<file path="config.mk">
export PLATFORM = sky130hd
export DESIGN_NAME = game_sequencer
export DESIGN_NICKNAME = d
export VERILOG_FILES = /design/src/rtl/flappy_pkg.sv /design/src/rtl/rise_detect.sv /design/src/rtl/game_sequencer.sv
export SDC_FILE = /design/constraint.sdc
export NUM_CORES = 1
export LEC_CHECK = 0
export ABC_AREA = 1
export CAP_MARGIN = 15
export CORE_UTILIZATION = 25
export CTS_CLUSTER_DIAMETER = 60
export CTS_CLUSTER_SIZE = 25
export DETAILED_ROUTE_END_ITERATION = 10
export SLEW_MARGIN = 40
export SYNTH_ARGS = -nofsm -noshare
export SYNTH_HDL_FRONTEND = slang
export SYNTH_SLANG_ARGS = --single-unit
</file>
<file path="constraint.sdc">
create_clock -name Clk -period 9.8 [get_ports Clk]
set_input_delay 2.94 -clock Clk [delete_from_list [all_inputs] [get_ports Clk]]
set_output_delay 2.94 -clock Clk [all_outputs]
set_load 0.005 [all_outputs]
</file>
<file path="src/rtl/flappy_pkg.sv">
// Shared types and constants for the FlappyFish game controller.
// Latency: n/a (declarations only).
// Backpressure: n/a.
package flappy_pkg;

  typedef enum logic [1:0] {
    IDLE  = 2'd0,
    RUN   = 2'd1,
    PAUSE = 2'd2,
    OVER  = 2'd3
  } game_state_t;

  // USB HID keycodes for the digit keys 1..3 select the pipe speed.
  localparam logic [7:0] KEY_DIFF1 = 8'h1E;
  localparam logic [7:0] KEY_DIFF2 = 8'h1F;
  localparam logic [7:0] KEY_DIFF3 = 8'h20;

  localparam int MAX_SCORE    = 999;
  localparam int GRACE_FRAMES = 8;

endpackage

</file>
<file path="src/rtl/rise_detect.sv">
// Rising-edge detector: one previous-value register per bit, rise = in & ~prev.
// Latency: combinational output in the cycle the input first reads high.
// Backpressure: none.
// Ports: Clk, Reset (sync, active-high), i_in[W], o_rise[W].
module rise_detect #(
  parameter int W = 1
) (
  input  logic         Clk,
  input  logic         Reset,
  input  logic [W-1:0] i_in,
  output logic [W-1:0] o_rise
);

  logic [W-1:0] r_prev;

  always_ff @(posedge Clk) begin
    if (Reset) begin
      r_prev <= '0;
    end else begin
      r_prev <= i_in;
    end
  end

  assign o_rise = i_in & ~r_prev;

endmodule

</file>
<file path="src/rtl/game_sequencer.sv">
// Game controller: run/pause/over FSM, freeze signal, coin visibility, score and difficulty.
// Latency: an input edge seen in cycle n shows in the registered outputs at cycle n+1.
// Backpressure: none; every simultaneous pipe/coin edge is counted in the same cycle.
// Ports: Clk, Reset (sync, active-high); vs (frame tick on rising edge), continue_btn,
//   keycode[8], new_pipe[N_PIPES], coin_hit[N_PIPES], collision in;
//   game_stop, restart, coin_visible[N_PIPES], num_pipes[CNT_W], num_coins[CNT_W],
//   difficulty[2], state[2] out; best_score[CNT_W] out when HIGH_SCORE_EN is defined.
// Optional feature macro: HIGH_SCORE_EN (best score register kept across restarts).
module game_sequencer
  import flappy_pkg::*;
#(
  parameter int N_PIPES      = 4,
  parameter int CNT_W        = 10,
  parameter int MAX_SCORE    = flappy_pkg::MAX_SCORE,
  parameter int GRACE_FRAMES = flappy_pkg::GRACE_FRAMES
) (
  input  logic               Clk,
  input  logic               Reset,
  input  logic               vs,
  input  logic               continue_btn,
  input  logic [7:0]         keycode,
  input  logic [N_PIPES-1:0] new_pipe,
  input  logic [N_PIPES-1:0] coin_hit,
  input  logic               collision,
  output logic               game_stop,
  output logic               restart,
  output logic [N_PIPES-1:0] coin_visible,
  output logic [CNT_W-1:0]   num_pipes,
  output logic [CNT_W-1:0]   num_coins,
  output logic [1:0]         difficulty,
`ifdef HIGH_SCORE_EN
  output logic [CNT_W-1:0]   best_score,
`endif
  output logic [1:0]         state
);

  // Sum width leaves headroom so a near-max score plus several edges never wraps
  // before saturation.
  localparam int SW = CNT_W + 3;
  localparam int GW = $clog2(GRACE_FRAMES + 1);

  game_state_t        r_state, w_state_nxt;
  logic               r_game_stop;
  logic               r_restart;
  logic [N_PIPES-1:0] r_coin_visible;
  logic [CNT_W-1:0]   r_num_pipes;
  logic [CNT_W-1:0]   r_num_coins;
  logic [1:0]         r_difficulty;
  logic [GW-1:0]      r_grace;

  logic               w_vs_e;
  logic               w_cont_e;
  logic [N_PIPES-1:0] w_pipe_e;
  logic [N_PIPES-1:0] w_coin_e;
  logic [N_PIPES-1:0] w_coin_cnt;
  logic [N_PIPES-1:0] w_coin_vis_nxt;
  logic [SW-1:0]      w_pipe_sum;
  logic [SW-1:0]      w_coin_sum;
  logic [CNT_W-1:0]   w_pipe_sat;
  logic [CNT_W-1:0]   w_coin_sat;

  rise_detect #(.W(1)) u_rd_vs (
    .Clk(Clk), .Reset(Reset), .i_in(vs), .o_rise(w_vs_e)
  );
  rise_detect #(.W(1)) u_rd_cont (
    .Clk(Clk), .Reset(Reset), .i_in(continue_btn), .o_rise(w_cont_e)
  );
  rise_detect #(.W(N_PIPES)) u_rd_pipe (
    .Clk(Clk), .Reset(Reset), .i_in(new_pipe), .o_rise(w_pipe_e)
  );
  rise_detect #(.W(N_PIPES)) u_rd_coin (
    .Clk(Clk), .Reset(Reset), .i_in(coin_hit), .o_rise(w_coin_e)
  );

  // A coin counts only if it is currently drawn and its own pipe did not
  // re-arm it in the same cycle (the pipe edge wins).
  assign w_coin_cnt     = w_coin_e & r_coin_visible & ~w_pipe_e;
  assign w_coin_vis_nxt = (r_coin_visible | w_pipe_e) & ~w_coin_cnt;

  // Parallel popcount of all indices; no priority between pipes.
  always_comb begin
    w_pipe_sum = {3'b000, r_num_pipes};
    w_coin_sum = {3'b000, r_num_coins};
    for (int i = 0; i < N_PIPES; i++) begin
      w_pipe_sum = w_pipe_sum + SW'(w_pipe_e[i]);
      w_coin_sum = w_coin_sum + SW'(w_coin_cnt[i]);
    end
    w_pipe_sat = (w_pipe_sum > SW'(MAX_SCORE)) ? CNT_W'(MAX_SCORE) : w_pipe_sum[CNT_W-1:0];
    w_coin_sat = (w_coin_sum > SW'(MAX_SCORE)) ? CNT_W'(MAX_SCORE) : w_coin_sum[CNT_W-1:0];
  end

  always_ff @(posedge Clk) begin
    if (Reset) begin
      r_state <= IDLE;
    end else begin
      r_state <= w_state_nxt;
    end
  end

  always_comb begin
    w_state_nxt = r_state;
    case (r_state)
      IDLE:  if (w_cont_e) w_state_nxt = RUN;
      // Collision is checked first so it beats a simultaneous continue press.
      RUN: begin
        if (collision && (r_grace == '0)) w_state_nxt = OVER;
        else if (w_cont_e)                w_state_nxt = PAUSE;
      end
      PAUSE: if (w_cont_e) w_state_nxt = RUN;
      OVER:  if (w_cont_e) w_state_nxt = IDLE;
      default: w_state_nxt = IDLE;
    endcase
  end

`ifdef HIGH_SCORE_EN
  logic [CNT_W-1:0] r_best_score;
  logic [SW-1:0]    w_total_sum;
  logic [CNT_W-1:0] w_total_sat;

  assign w_total_sum = {3'b000, r_num_pipes} + {3'b000, r_num_coins};
  assign w_total_sat = (w_total_sum > SW'(MAX_SCORE)) ? CNT_W'(MAX_SCORE) : w_total_sum[CNT_W-1:0];

  always_ff @(posedge Clk) begin
    if (Reset) begin
      r_best_score <= '0;
    end else if ((r_state == OVER) && w_cont_e && (w_total_sat > r_best_score)) begin
      r_best_score <= w_total_sat;
    end
  end

  assign best_score = r_best_score;
`endif

  always_ff @(posedge Clk) begin
    if (Reset) begin
      r_game_stop    <= 1'b1;
      r_restart      <= 1'b0;
      r_coin_visible <= '1;
      r_num_pipes    <= '0;
      r_num_coins    <= '0;
      r_difficulty   <= 2'd1;
      r_grace        <= '0;
    end else begin
      // Derived from next state so the freeze tracks the state register exactly.
      r_game_stop <= (w_state_nxt != RUN);
      r_restart   <= 1'b0;

      // Grace is loaded only on a fresh start, not on resume from pause.
      if ((r_state == IDLE) && w_cont_e) begin
        r_grace <= GW'(GRACE_FRAMES);
      end else if ((r_state == RUN) && w_vs_e && (r_grace != '0)) begin
        r_grace <= r_grace - GW'(1);
      end

      if (r_state == RUN) begin
        r_num_pipes    <= w_pipe_sat;
        r_num_coins    <= w_coin_sat;
        r_coin_visible <= w_coin_vis_nxt;
      end else if ((r_state == OVER) && w_cont_e) begin
        r_restart      <= 1'b1;
        r_num_pipes    <= '0;
        r_num_coins    <= '0;
        r_coin_visible <= '1;
      end

      if (((r_state == IDLE) || (r_state == PAUSE)) && w_vs_e) begin
        case (keycode)
          KEY_DIFF1: r_difficulty <= 2'd1;
          KEY_DIFF2: r_difficulty <= 2'd2;
          KEY_DIFF3: r_difficulty <= 2'd3;
          default:   r_difficulty <= r_difficulty;
        endcase
      end
    end
  end

  assign game_stop    = r_game_stop;
  assign restart      = r_restart;
  assign coin_visible = r_coin_visible;
  assign num_pipes    = r_num_pipes;
  assign num_coins    = r_num_coins;
  assign difficulty   = r_difficulty;
  assign state        = r_state;

endmodule

</file>
After elaboration in Yosys (flattened, before gate mapping)
Cells that the tools add are included.
{ "totals": {"reg_bits": 44, "in_bits": 21, "out_inout_bits": 30, "wordCells": 78} }
{ "op_classes": {"addsub": 9, "magnitude_cmp": 2, "n_eq_ne": 7, "muxes": 16, "bitwise_logic": 14, "n_reduce_logical": 17} }
{ "ops": {"columns": ["cell", "n"], "rows": [
  ["two-way mux 10 bit", 5],
  ["adder 12 x 1 -> 13 bit", 2],
  ["adder 13 x 1 -> 13 bit", 2],
  ["> comparator 13 x 10 -> 1 bit, second input constant", 2],
  ["adder 11 x 1 -> 12 bit", 2],
  ["adder 10 x 1 -> 11 bit", 2],
  ["AND 4 bit", 5],
  ["equality test 8 x 5 -> 1 bit, second input constant", 2],
  ["two-way mux 4 bit", 4],
  ["NOT 4 bit", 4],
  ["one-hot mux 2 bit (3 select lines)", 2],
  ["equality test 8 x 6 -> 1 bit, second input constant", 1],
  ["two-way mux 2 bit", 4],
  ["logical AND 1 bit", 6],
  ["OR reduction 2 bit", 3],
  ["equality test 2 bit, second input constant", 2],
  ["zero test 4 bit", 1],
  ["bitwise OR 4 bit", 1],
  ["nonzero test 2 bit", 2],
  ["nonzero test 4 bit", 1],
  ["subtractor 4 x 1 -> 4 bit, second input constant", 1],
  ["nonzero test 3 bit", 1],
  ["AND 1 bit", 2],
  ["equality test 2 x 1 -> 1 bit, second input constant", 1],
  ["other kinds (6)", 7]
]} }

Depth between registers and ports, before layout
{ "logic_depth": {"word_depth": 11, "depth_mapped": 18, "depth_no_buf": 18} }

By module
From an unflattened synthesis, not the netlist that was laid out.
{ "unflattened": {"cells_unflattened": 368, "area_unflattened_um2": 2561.2} }
{ "modules_own_cells": {"columns": ["mod", "n_inst", "cells_each", "area_each_um2", "seq_area_each_um2"], "rows": [
  ["game_sequencer", 1, 328, 2248.4, 680.7],
  ["rise_detect at u_rd_coin ...", 2, 16, 125.1, 80.1],
  ["rise_detect at u_rd_cont ...", 2, 4, 31.3, 20.0]
]} }

Worst setup path before layout
Ideal clock, no wire load.
{ "synth_timing": {"path_kind": "input to register", "from": "input new_pipe[2]", "to": "register r_num_coins[1] (netlist: num_coins[1])", "setup_time_ns": 0.068, "t_arrival_ns": 5.491, "t_required_ns": 9.732, "slack_ns": 4.240, "cell_stages": 17, "path_buffers": 0, "cell_sequence": "inv_1 -> nor2_1 -> nor3_1 -> fa_1 -> fa_1 -> fa_1 -> nand2_1 -> nor2_1 -> nand2_2 -> inv_1 -> nand2_1 -> nand3_2 -> nor2_4 -> nand2_4 -> nand3_1 -> nand2_1 -> a21oi_2"} }
{ "synth_between": {"elab_chain_cells": 8} }
{ "synth_lines": {"columns": ["item", "line", "text"], "rows": [
  ["from (decl)", "game_sequencer.sv:22", "input logic [N_PIPES-1:0] new_pipe,"],
  ["AND 4 bit *", "rise_detect.sv:24", "assign o_rise = i_in & ~r_prev;"],
  ["NOT 4 bit *", "game_sequencer.sv:77", "assign w_coin_cnt = w_coin_e & r_coin_visible & ~w_pipe_e;"],
  ["AND 4 bit *", "game_sequencer.sv:77", null],
  ["adder 12 x 1 -> 13 bit *", "game_sequencer.sv:86", "w_coin_sum = w_coin_sum + SW'(w_coin_cnt[i]);"],
  ["adder 13 x 1 -> 13 bit *", "game_sequencer.sv:86", null],
  ["> comparator 13 x 10 -> 1 bit", "game_sequencer.sv:89", "w_coin_sat = (w_coin_sum > SW'(MAX_SCORE)) ? CNT_W'(MAX_SCORE) : w_coin_sum[CNT_W-1:0];"],
  ["two-way mux 10 bit *", "game_sequencer.sv:89", null],
  ["two-way mux 10 bit *", "game_sequencer.sv:155", "if (r_state == RUN) begin"],
  ["to (signal assigned)", "game_sequencer.sv:157", "r_num_coins <= w_coin_sat;"],
  ["to (decl)", "game_sequencer.sv:47", "logic [CNT_W-1:0] r_num_coins;"]
]} }
Mark *: on every way between the ends. The rest lies on a longest branch, timed or not.
A chain may end at the register's enable or synchronous reset.

Final worst setup path
{ "layout_timing": {"from": "input new_pipe[0]", "to": "register r_num_coins[0] (netlist: num_coins[0])"} }
{ "layout_between": {"elab_chain_cells": 10} }
{ "layout_lines": {"columns": ["item", "line"], "rows": [
  ["AND 4 bit *", "rise_detect.sv:24"],
  ["NOT 4 bit *", "game_sequencer.sv:77"],
  ["AND 4 bit *", "game_sequencer.sv:77"],
  ["adder 10 x 1 -> 11 bit *", "game_sequencer.sv:86"],
  ["adder 11 x 1 -> 12 bit *", "game_sequencer.sv:86"],
  ["adder 12 x 1 -> 13 bit *", "game_sequencer.sv:86"],
  ["adder 13 x 1 -> 13 bit *", "game_sequencer.sv:86"],
  ["> comparator 13 x 10 -> 1 bit", "game_sequencer.sv:89"],
  ["two-way mux 10 bit *", "game_sequencer.sv:89"],
  ["two-way mux 10 bit *", "game_sequencer.sv:155"]
]} }
Marks and branches as above.

==> summary.md <==
| Metric | Value |
|---|---|
| Sort of element at the start of the critical path | input pin |
| Post-synthesis adder-cell area fraction | 0.0660 |
| Vias/cell | 4.35 |
| Total grt overflow | 0 |
| Pre-CTS worst setup slack | about 3600 ps |
| Post-synthesis mux area share | 0 |
| Worst setup path start | new_pipe[0] |
| Ratio of cells with drive above 1 in the final layout | 0.132 |
| Unrepaired setup endpoints after global routing | false |
| Detailed-route wire length per cell | 10.8 um |
| Syn_area_per_cell | between 7 and 8 um2 |
| Biggest cell delay along the critical path | 480 ps |
| Cell with the largest stage delay on the worst path | sky130_fd_sc_hd__fa_1 |
| Number of antenna-violating nets in the routed design | 0 |
| Detailed Routing Iterations Pass 1 | 4 |
| Cell internal pwr | roughly 0.28 mW |
| Post-synth net total | 397 |
| Total via count in the routed design | 2395 |
| Area inside the core boundary | about 9900 um2 |
| Setup-failing EPs final | 0 |
| Number of max-slew violations in the final report | 0 |
| Result of the run | finished, final reports clean |
| Power after layout | 0.385 mW |
| Synthesized instance count | 366 |
| Final Hold Violating Endpoints | 0 |
| Crit path capture | num_coins[0]$_SDFFE_PP0P_ |
| Switching power as a share of total power | 0.282 |
| Boundary pin count | 51 |
| Initial core utilization | 0.261 |
| Number of enable flip-flop cells after synthesis | 0 |
| Deepest clock path buffer count | 2 |
| Most frequent cell after synthesis | sky130_fd_sc_hd__nand2_1 |
| Critical register-to-register path endpoint | num_coins[0]$_SDFFE_PP0P_ |
| Fraction of the mapped netlist area in simple logic gates | 0.390 |
| Fraction of synthesized cell area taken by the top area cell type | 0.342 |
| Largest area contributor in the synthesized netlist | sky130_fd_sc_hd__dfxtp_1 |
| Most numerous cell types in the synthesized netlist | sky130_fd_sc_hd__nand2_1, sky130_fd_sc_hd__inv_1, sky130_fd_sc_hd__dfxtp_1 |
| Post-route minimum period | just under 6000 ps |
| Max Freq | between 0.15 and 0.2 GHz |
| Clock root cell | sky130_fd_sc_hd__clkbuf_8 |
| Horizontal die dimension | 104 um |
| Hold Buf Count CTS | 0 |
| Final-layout setup total negative slack | 0 ps |
| Clock Latency Late Sink | 300 ps |
| Number of nets in the finished design | approximately 450 |
| IR Drop Worst-Case VDD | about 0.06 mV |
| Port bufs | 50 |
| CTS tree | yes |
| Slew HR | 0.574 |
| Global-route usage over all layers | 0.119 |
| Area growth from synthesis to layout | 27.8% |
| Final weighted congestion in routability-driven placement | roughly 0.77 |
| Largest net degree at the start of global routing | 37 |
| Compound-cell area share of the yosys netlist | 0.0845 |
| Arrival time at the worst endpoint | 6130 ps |
| Max capacitance violation total | 0 |
| Fraction of power consumed by sequential logic | 0.501 |
| Number of setup buffers added after CTS | 0 |
| Most area-consuming cells after synthesis | sky130_fd_sc_hd__dfxtp_1, sky130_fd_sc_hd__nand2_1, sky130_fd_sc_hd__inv_1 |
| Overall die area | 10700 um2 |
| Pwr Density | approximately 120 nW/um2 |
| Placed cell area | 3200 um2 |
| Synth Flop Type | sky130_fd_sc_hd__dfxtp_1 |
| Clock transition time at the flip-flop clock pins of the worst setup and hold paths | around 80 ps |
| Standard-cell rows | 36 |
| Parity-gate share of the synthesized area counting xor and xnor cells | 0.0204 |
| Vias in the first global route | 2434 |
| Max H-tree Level | 2 |
| Lkg Pwr | 1.37 nW |
| Post-route worst setup slack | 3900 ps |
| Asr flop ratio synth | 0 |
| Max Clock Skew | 2.90 ps |
| P_sw | roughly 0.11 mW |
| Yosys warns | 0 |
| Dominant combinational cell family by area after synthesis | simple AND/OR/NAND/NOR gates |
| Critical-path maximum fanout | 8 |
| Count of instances resized after the clock tree is built | 0 |
| Register area share after synthesis | 0.342 |
| Number of antenna violations at the first check in global routing | 0 |
| R2r setup slk | 6690 ps |
| Crit. End Element | flip-flop |
| Number of inserted diodes | 0 |
| Worst Reg-to-Reg Cells | 16 |
| Worst flop-to-flop path startpoint | coin_visible[2]$_SDFFE_PP1P_ |
| Num Clock Sinks | 44 |
| Non-filler cells, final | 550 |
| Final wirelength | 5970 um |
| Post-DP HPWL | about 4400 um |
| DRT iter0 DRCs | 78 |
| Req. time, crit path | 10030 ps |
| Vertical extent of the die | 104 um |
| Post-synthesis cell area | 2580 um2 |
| Detailed-route DRC error count | 0 |
| Hold WC Path Type | flip-flop to flip-flop |
| Post-placement cell count | about 540 |
| Number of different library cells in the post-synthesis netlist | 35 |
| Synthesized flop and latch total | 44 |
| Design Area, Final | roughly 3300 um2 |
| Power share of the combinational group | 0.188 |
| Clock Power Share | 0.311 |
| Clock buffers created by TritonCTS | 5 |
| First-pass GRT wire length | 10600 um |
| Category of the most critical setup path | input pin to flip-flop |
| Pin slew with the least headroom to its limit | 638 ps |
| Worst-path cell chain | clkdlybuf4s50_1 > inv_1 > nor2_1 > nor3_1 > fa_1 > fa_1 > fa_1 > nand2_1 > nor2_1 > nand2_2 > inv_1 > nand2_1 > nand3_2 > nor2_4 > nand2_4 > nand3_1 > nand2_1 > a21oi_2 |
| Period Utilization, post-route | 0.602 |
registers in the layout, indices dropped and copies added (netlist names):
signal and count:
coin_visible 4, difficulty 2, game_stop 1, num_coins 10
num_pipes 10, r_grace 4, restart 1, state 2
u_rd_coin.r_prev 4, u_rd_cont.r_prev 1, u_rd_pipe.r_prev 4, u_rd_vs.r_prev 1
kinds of logic after synthesis:
logic type	after synthesis
xor+xnor	6
fa+ha+maj	10
simple gates	212
buf+inv	60
flops	44
compound gates	34
cell usage in the layout (no fill, tap or decap), types with 3 or more instances in the layout:
| cell | synthesis | final |
|---|---|---|
| sky130_fd_sc_hd__a21oi_1 | 14 | 14 |
| sky130_fd_sc_hd__a21oi_2 | 10 | 10 |
| sky130_fd_sc_hd__clkbuf_8 | 0 | 6 |
| sky130_fd_sc_hd__clkdlybuf4s50_1 | 0 | 50 |
| sky130_fd_sc_hd__dfxtp_1 | 44 | 44 |
| sky130_fd_sc_hd__fa_1 | 6 | 6 |
| sky130_fd_sc_hd__ha_1 | 4 | 4 |
| sky130_fd_sc_hd__inv_1 | 47 | 47 |
| sky130_fd_sc_hd__inv_2 | 4 | 4 |
| sky130_fd_sc_hd__nand2_1 | 95 | 95 |
| sky130_fd_sc_hd__nand2_2 | 12 | 12 |
| sky130_fd_sc_hd__nand3_1 | 33 | 33 |
| sky130_fd_sc_hd__nand3_2 | 7 | 7 |
| sky130_fd_sc_hd__nand4_1 | 5 | 5 |
| sky130_fd_sc_hd__nor2_1 | 33 | 33 |
| sky130_fd_sc_hd__nor2_2 | 5 | 5 |
| sky130_fd_sc_hd__nor3_1 | 10 | 10 |
| sky130_fd_sc_hd__o21ai_0 | 5 | 5 |
| sky130_fd_sc_hd__or2_2 | 3 | 3 |
| sky130_fd_sc_hd__xnor2_1 | 4 | 4 |
per-layer routing:
layer,global-route usage,part of all wire,vias up
met5,0,0,-
met4,0.0311,0.0085,0
met3,0.0327,0.040,5
met2,0.218,0.49,22
met1,0.134,0.46,1110
li1,-,-,1258
through the flow:
stage,util,hold slack [ps]
final,0.334,480
after global routing,0.334,498
after CTS,0.334,483
after detailed placement,0.324,470
after global placement,0.324,454
after floorplan,-,442
critical path, delay by kind of cell:
| family | cells | cell delay [ps] |
|---|---|---|
| fa+ha+maj | 3 | 1400 |
| buf+inv | 3 | 540 |
| compound gates | 1 | 110 |
| simple gates | 11 | 1130 |
power by group through the flow:
stage / Sequential [mW] / Clock, mW / Combinational, mW
6_report: 0.193 / 0.120 / 0.0725
5_1_grt: 0.194 / 0.130 / 0.0846
4_1_cts: 0.193 / 0.124 / 0.0743
3_5_place_dp: 0.197 / 0 / 0.0736
3_3_place_gp: 0.197 / 0 / 0.0724
2_1_floorplan: 0.196 / 0 / 0.0468
worst min-delay path by stage:
stage / start / to / cells after the start
after floorplan: r_grace[0]$_SDFFE_PP0P_ / r_grace[0]$_SDFFE_PP0P_ / 2
after global routing: r_grace[0]$_SDFFE_PP0P_ / r_grace[0]$_SDFFE_PP0P_ / 2
after global placement: r_grace[0]$_SDFFE_PP0P_ / r_grace[0]$_SDFFE_PP0P_ / 2
after CTS: r_grace[0]$_SDFFE_PP0P_ / r_grace[0]$_SDFFE_PP0P_ / 2
final: r_grace[0]$_SDFFE_PP0P_ / r_grace[0]$_SDFFE_PP0P_ / 2
after detailed placement: r_grace[0]$_SDFFE_PP0P_ / r_grace[0]$_SDFFE_PP0P_ / 2
cell type report:
cell class	instances	area, um2
Sequential cell	44	881
Fill cell	1053	6570
Clock inverter	1	7.51
Timing Repair Buffer	51	508
Multi-Input combinational cell	262	1450
Clock buffer	7	86.3
Inverter	52	198
Tap cell	133	166
No activity file was read; power rests on OpenSTA's default activity.
